$ cat config.mk
export PLATFORM = sky130hd
export DESIGN_NAME = tlul_host_arb_flat
export DESIGN_NICKNAME = d
export VERILOG_FILES = /design/src/rtl/tlul_host_arb_if.sv /design/src/rtl/tlul_host_arb.sv /design/src/flat_wrapper.sv
export SDC_FILE = /design/constraint.sdc
export NUM_CORES = 1
export LEC_CHECK = 0
export CORE_AREA = 5 5 217 219
export DETAILED_ROUTE_END_ITERATION = 10
export DIE_AREA = 0 0 222 224
export PLACE_DENSITY = 0.39
export REMOVE_ABC_BUFFERS = 1
export SLEW_MARGIN = 20
export SYNTH_ARGS = -nofsm -noshare
export SYNTH_HDL_FRONTEND = slang
export SYNTH_SLANG_ARGS = --single-unit
$ cat constraint.sdc
create_clock -name clk_i -period 4.9 [get_ports clk_i]
set_clock_uncertainty 0.2 [all_clocks]
set_input_delay 0.98 -clock clk_i [delete_from_list [all_inputs] [get_ports clk_i]]
set_output_delay 0.98 -clock clk_i [all_outputs]
set_load 0.1 [all_outputs]
$ cat src/rtl/tlul_host_arb_if.sv
// TL-UL host arbiter bus types and interface: NumHosts host ports plus one device port.
// The interface carries the grant index, outstanding count and orphan-response error.
package tlul_host_arb_pkg;
  typedef struct packed {
    logic        a_valid;
    logic [2:0]  a_opcode;
    logic [2:0]  a_param;
    logic [1:0]  a_size;
    logic [7:0]  a_source;
    logic [31:0] a_address;
    logic [3:0]  a_mask;
    logic [31:0] a_data;
    logic        d_ready;
  } tl_h2d_t;

  typedef struct packed {
    logic        d_valid;
    logic [2:0]  d_opcode;
    logic [2:0]  d_param;
    logic [1:0]  d_size;
    logic [7:0]  d_source;
    logic        d_sink;
    logic [31:0] d_data;
    logic        d_error;
    logic        a_ready;
  } tl_d2h_t;
endpackage

interface tlul_host_arb_if #(
  parameter int NumHosts = 3,
  parameter int MaxOut   = 4
);
  import tlul_host_arb_pkg::*;
  localparam int IdxW = $clog2(NumHosts);
  localparam int CntW = $clog2(MaxOut + 1);

  tl_h2d_t [NumHosts-1:0] tl_h_i;
  tl_d2h_t [NumHosts-1:0] tl_h_o;
  tl_h2d_t                tl_d_o;
  tl_d2h_t                tl_d_i;
  logic [IdxW-1:0]        gnt_idx_o;
  logic [CntW-1:0]        outstanding_o;
  logic                   err_o;

  modport master (output tl_h_i, tl_d_i,
                  input  tl_h_o, tl_d_o, gnt_idx_o, outstanding_o, err_o);
  modport slave  (input  tl_h_i, tl_d_i,
                  output tl_h_o, tl_d_o, gnt_idx_o, outstanding_o, err_o);
endinterface

$ cat src/rtl/tlul_host_arb.sv
// Shares one TL-UL device port among NumHosts hosts; in-order host-index FIFO routes D responses.
// Define TLUL_ARB_FIXED_PRIO_EN for fixed priority (host 0 highest) instead of round-robin.
module tlul_host_arb_port
  import tlul_host_arb_pkg::*;
#(
  parameter int              IdxW = 2,
  parameter logic [IdxW-1:0] Idx  = '0
) (
  input  logic [IdxW-1:0] gnt,
  input  logic [IdxW-1:0] head,
  input  logic            a_open,
  input  logic            d_open,
  input  tl_d2h_t         dev_rsp,
  output tl_d2h_t         rsp
);
  always_comb begin
    rsp         = dev_rsp;
    rsp.a_ready = a_open & (gnt == Idx);
    rsp.d_valid = d_open & (head == Idx);
  end
endmodule

module tlul_host_arb
  import tlul_host_arb_pkg::*;
#(
  parameter int NumHosts = 3,
  parameter int MaxOut   = 4
) (
  input logic           clk_i,
  input logic           rst_i,
  tlul_host_arb_if.slave bus
);
  localparam int IdxW = $clog2(NumHosts);
  localparam int CntW = $clog2(MaxOut + 1);
  localparam int PtrW = (MaxOut > 1) ? $clog2(MaxOut) : 1;

  logic [IdxW-1:0] gnt, gnt_q, arb_idx, lock_idx_q, head;
  logic            lock_q, full, empty, a_go, hs, pop;
  logic [CntW-1:0] cnt_q;
  logic [PtrW-1:0] wr_q, rd_q;
  logic [IdxW-1:0] fifo_q [MaxOut];
  tl_h2d_t         req;
  tl_d2h_t         h_rsp [NumHosts];
`ifndef TLUL_ARB_FIXED_PRIO_EN
  logic [IdxW-1:0] last_q;
`endif

  function automatic logic [PtrW-1:0] ptr_inc(input logic [PtrW-1:0] p);
    return (p == PtrW'(MaxOut - 1)) ? '0 : p + 1'b1;
  endfunction

  // With no requester the previous grant is held rather than snapping to a default.
  always_comb begin
    arb_idx = gnt_q;
`ifdef TLUL_ARB_FIXED_PRIO_EN
    for (int i = NumHosts - 1; i >= 0; i--)
      if (bus.tl_h_i[i].a_valid) arb_idx = IdxW'(i);
`else
    begin
      logic            hit;
      logic [IdxW-1:0] h;
      hit = 1'b0;
      for (int k = 1; k <= NumHosts; k++) begin
        h = IdxW'((int'(last_q) + k) % NumHosts);
        if (!hit && bus.tl_h_i[h].a_valid) begin
          arb_idx = h;
          hit     = 1'b1;
        end
      end
    end
`endif
  end

  assign gnt   = lock_q ? lock_idx_q : arb_idx;
  assign req   = bus.tl_h_i[gnt];
  assign full  = (cnt_q == CntW'(MaxOut));
  assign empty = (cnt_q == '0);
  assign head  = fifo_q[rd_q];
  assign a_go  = req.a_valid & ~full;
  assign hs    = a_go & bus.tl_d_i.a_ready;
  assign pop   = bus.tl_d_i.d_valid & ~empty & bus.tl_h_i[head].d_ready;

  // Empty FIFO keeps d_ready high so stray responses drain instead of stalling the device.
  always_comb begin
    bus.tl_d_o         = req;
    bus.tl_d_o.a_valid = a_go;
    bus.tl_d_o.d_ready = empty ? 1'b1 : bus.tl_h_i[head].d_ready;
  end

  assign bus.gnt_idx_o     = gnt;
  assign bus.outstanding_o = cnt_q;
  assign bus.err_o         = bus.tl_d_i.d_valid & empty;

  for (genvar i = 0; i < NumHosts; i++) begin : g_host
    tlul_host_arb_port #(.IdxW(IdxW), .Idx(IdxW'(i))) u_port (
      .gnt     (gnt),
      .head    (head),
      .a_open  (~full & bus.tl_d_i.a_ready),
      .d_open  (bus.tl_d_i.d_valid & ~empty),
      .dev_rsp (bus.tl_d_i),
      .rsp     (h_rsp[i])
    );
  end

  always_comb
    for (int i = 0; i < NumHosts; i++) bus.tl_h_o[i] = h_rsp[i];

  always_ff @(posedge clk_i or posedge rst_i) begin
    if (rst_i) begin
      gnt_q      <= '0;
      lock_q     <= 1'b0;
      lock_idx_q <= '0;
      cnt_q      <= '0;
      wr_q       <= '0;
      rd_q       <= '0;
      for (int i = 0; i < MaxOut; i++) fifo_q[i] <= '0;
`ifndef TLUL_ARB_FIXED_PRIO_EN
      last_q     <= IdxW'(NumHosts - 1);
`endif
    end else begin
      gnt_q <= gnt;
      // Hold the grant on a stalled request so the device sees stable A fields.
      if (a_go && !bus.tl_d_i.a_ready) begin
        lock_q     <= 1'b1;
        lock_idx_q <= gnt;
      end else if (hs || (lock_q && !req.a_valid)) begin
        lock_q <= 1'b0;
      end
      if (hs) begin
        fifo_q[wr_q] <= gnt;
        wr_q         <= ptr_inc(wr_q);
`ifndef TLUL_ARB_FIXED_PRIO_EN
        last_q       <= gnt;
`endif
      end
      if (pop) rd_q <= ptr_inc(rd_q);
      case ({hs, pop})
        2'b10:   cnt_q <= cnt_q + 1'b1;
        2'b01:   cnt_q <= cnt_q - 1'b1;
        default: cnt_q <= cnt_q;
      endcase
    end
  end
endmodule
$ cat src/flat_wrapper.sv
// flat-port wrapper written by rule: the top's interface ports become plain ports
module tlul_host_arb_flat import tlul_host_arb_pkg::*;
#(
  parameter int NumHosts = 3,
  parameter int MaxOut   = 4
)
  (clk_i, rst_i, bus_tl_h_i, bus_tl_d_i, bus_tl_h_o, bus_tl_d_o, bus_gnt_idx_o, bus_outstanding_o, bus_err_o);
  tlul_host_arb_if #(.NumHosts(NumHosts), .MaxOut(MaxOut)) bus_i ();
  input logic clk_i;
  input logic rst_i;
  input wire logic [$bits(bus_i.tl_h_i)-1:0] bus_tl_h_i;
  input wire logic [$bits(bus_i.tl_d_i)-1:0] bus_tl_d_i;
  output wire logic [$bits(bus_i.tl_h_o)-1:0] bus_tl_h_o;
  output wire logic [$bits(bus_i.tl_d_o)-1:0] bus_tl_d_o;
  output wire logic [$bits(bus_i.gnt_idx_o)-1:0] bus_gnt_idx_o;
  output wire logic [$bits(bus_i.outstanding_o)-1:0] bus_outstanding_o;
  output wire logic [$bits(bus_i.err_o)-1:0] bus_err_o;
  assign bus_i.tl_h_i = bus_tl_h_i;
  assign bus_i.tl_d_i = bus_tl_d_i;
  assign bus_tl_h_o = bus_i.tl_h_o;
  assign bus_tl_d_o = bus_i.tl_d_o;
  assign bus_gnt_idx_o = bus_i.gnt_idx_o;
  assign bus_outstanding_o = bus_i.outstanding_o;
  assign bus_err_o = bus_i.err_o;
  tlul_host_arb #(.NumHosts(NumHosts), .MaxOut(MaxOut)) u_core (.clk_i(clk_i), .rst_i(rst_i), .bus(bus_i));
endmodule
==> impl_metrics.toml <==
[run_status]
status = "finished, final reports clean"

[worst_setup_path]
crit_fanout = 11
r2r-start = "u_core.last_q[1]$_DFFE_PP1P_"
arrival_ns = 3.34
cpPeakStageDelay_ns = 0.55
cp_slowest_cell = "dfstp_2"
required_ns = 3.72
crit_chain = "inv_1 -> ha_1 -> mux2i_1 -> mux2_2 -> and3_1 -> o41ai_4 -> buf_6 -> buf_16 -> mux2i_1 -> o21ai_1 -> buf_12"
worst-r2r-setup-slack_ns = 0.74
crit_type = "reg2out"
r2r_end = "u_core.bus.outstanding_o[2]$_DFFE_PP0P_"
end_kind = "output port"
cp-start-kind = "register"
reg2reg_depth = 15
path_common_cell = "mux2i_1"

[cells_and_area]
layout.cells.most_common = "clkdlybuf4s50_1"
nFillCells = 4993
drive_gt1_frac = 0.1998
final_cell_mix = "clkdlybuf4s50_1 (261), nand2_1 (95), buf_12 (95)"
multi_input_area_sq_um = 2561
diodes = 0
seq_area_sq_um = 551.8
fin_nets = 1135
syn_to_final_growth_pct = 103.9

[clock_network]
clk_pin_slew_ns = 0.06
cts_tree = "built"
cts.sinks = 22
htreeDepth = 1
cts_max_path_buffers = 2
cts_inserted_buffers = 3
root_buffer = "clkbuf_16"
clk_latency_ns = 0.25

[routing]
drt_iter0_drc = 207
wl_per_cell_um = 22.46
vias = 5051
dr.pass1.iters = 4
post_drt_via_cell_ratio = 3.580
ant_nets = 0
drc_errors = 0
wirelength_mm = 31.69

[synth]
netlist_area_sq_um = 4385
ys_async_sr_fraction = 1.000
synth-seq-cells = 22
synth_top_cell_by_area = "buf_4"
synth_top_cell_area_share = 0.2688
synth_warnings = 0
synth-main-ff-cell = "dfrtp_1"
synth_cell_type_count = 52
netlist_top_cells_area = "buf_4 (27%), mux2i_1 (20%), dfrtp_1 (12%)"
synth_area_per_cell_sq_um = 7.497
postSynthCellCount = 585
seq_area_frac_synth = 0.1258
synth_edf_count = 0

[floorplan]
ioPinCount = 560
dieHeight_um = 224
coreArea_sq_um = 44890
die-area_sq_um = 49730
initial_core_util = 0.09769
fp-row-count = 78
chipWidth_um = 222

[global_route]
track_usage = 0.1179
antenna_found_initial = 0
grt_pass1_wl_mm = 43.53
grt_pass1_vias = 5234
busiest_layer = "met2"
grtUsageMet3 = 0.08308
overflow = 0
grt.met2_usage = 0.1748
use_met1 = 0.1444
grt_max_degree = 92

[placed_design]
place.gp.congestion = 0.8638
portBuffers = 359
hpwl_mm = 26.52
dp_slack_ns = -0.09907

[min_path]
hp-class = "reg2reg"
hold_path_depth = 1
min_to = "u_core.fifo_q[1]$_DFFE_PP0P_"
hp-start = "u_core.fifo_q[1]$_DFFE_PP0P_"

[timing]
fmaxAchievable_mhz = 221.3
min_period_over_period = 0.9221
drv_slew = 0
whs_ns = 0.3032
fin_crit_ns = 4.518
final.setup.worst_slack_ns = 0.3815
tightest_slew_ns = 0.9815
rsz0062_at_grt = "false"
relSlewSlack = 0.3436
finalSetupViolations = 0
final_hold_viol_count = 0

[flow_run]
max-cap-violations = 0
-- flip-flops by register name, summed over array words and instances, names as in the netlist --
signal and cells:
u_core.bus.outstanding_o 3, u_core.fifo_q 8, u_core.gnt_q 2, u_core.last_q 2, u_core.lock_idx_q 2, u_core.lock_q 1
u_core.rd_q 2, u_core.wr_q 2
-- cells in the mapped netlist, types with 2 or more instances --
library cell / n
buf_4: 157
nand2_1: 95
mux2i_1: 89
o21ai_1: 86
dfrtp_1: 21
clkbuf_1: 15
inv_1: 12
ha_1: 10
nor2_1: 8
buf_2: 7
nor2b_1: 7
a211o_1: 6
a21oi_1: 6
and3_1: 6
and2_1: 5
o21ai_0: 5
nor3_1: 4
a22o_1: 3
nand3_1: 3
a31oi_1: 2
mux2_1: 2
mux2_2: 2
mux4_2: 2
nand2b_1: 2
nor3b_1: 2
xor2_1: 2
-- kinds of logic after synthesis --
group | after synthesis | share of synthesized area
buffers and inverters | 192 | 0.3007
and+or+nand+nor | 141 | 0.1455
AOI/OAI and AO/OA | 121 | 0.1652
muxes | 95 | 0.2237
DFF | 22 | 0.1258
adders and majority gates | 11 | 0.03310
xor gates and xnor gates | 3 | 0.005993
-- layout make-up --
| class | instances | share of cell area |
|---|---|---|
| multi-input cells | 371 | 0.2864 |
| inverters | 12 | 0.005036 |
| clock buffers | 4 | 0.008814 |
| repair buffers | 402 | 0.5541 |
| well taps | 600 | 0.08394 |
| flip-flops and latches | 22 | 0.06170 |
-- stage by stage --
stage / cell area, sq um / instances / TNS, ns / utilization
6_report: 8944 / 1411 / 0 / 0.1992
5_1_grt: 8944 / 1411 / 0 / 0.1992
4_1_cts: 8778 / 1403 / 0 / 0.1955
3_5_place_dp: 8692 / 1399 / -0.1394 / 0.1936
3_3_place_gp: 8692 / 1399 / -0.03694 / 0.1936
2_1_floorplan: 3112 / 405 / -346.63 / -
-- worst max path at each step --
stage	from	to	slack [ns]	cells past startpoint
6_report	u_core.last_q[1]$_DFFE_PP1P_	bus_tl_d_o[82]	0.38	11
5_1_grt	u_core.last_q[0]$_DFFE_PP0P_	bus_tl_d_o[35]	0.23	11
4_1_cts	bus_tl_h_i[171]	bus_tl_d_o[19]	0.005	10
3_5_place_dp	bus_tl_h_i[257]	bus_tl_d_o[9]	-0.1	10
3_3_place_gp	bus_tl_h_i[85]	bus_tl_d_o[9]	-0.04	10
2_1_floorplan	bus_tl_h_i[257]	bus_tl_d_o[10]	-3.56	6
-- critical path, delay by kind of cell, from the launching register on --
family	cells	cell delay, ns
AOI/OAI and AO/OA	2	0.74
buffers and inverters	4	0.73
DFF	1	0.55
adders and majority gates	1	0.27
and+or+nand+nor	1	0.23
muxes	3	0.54
-- repair_timing --
item                                    CTS  global route
gates resized for setup                   2            22
endpoints found under the setup margin    2            51
buffers inserted                          0             7
cloned                                    0             1
pin swaps                                 0             1
hold buffers                              0             0
-- metal layers --
layer  part of all wire  wire [um]
met3               0.14       4559
met5             0.0085        270
met2               0.43      13550
met1               0.42      13190
met4             0.0038        122
Power is left out: the tool's default activity adds up to more than one toggle a clock period on the data nets, which glitch-free logic cannot reach.
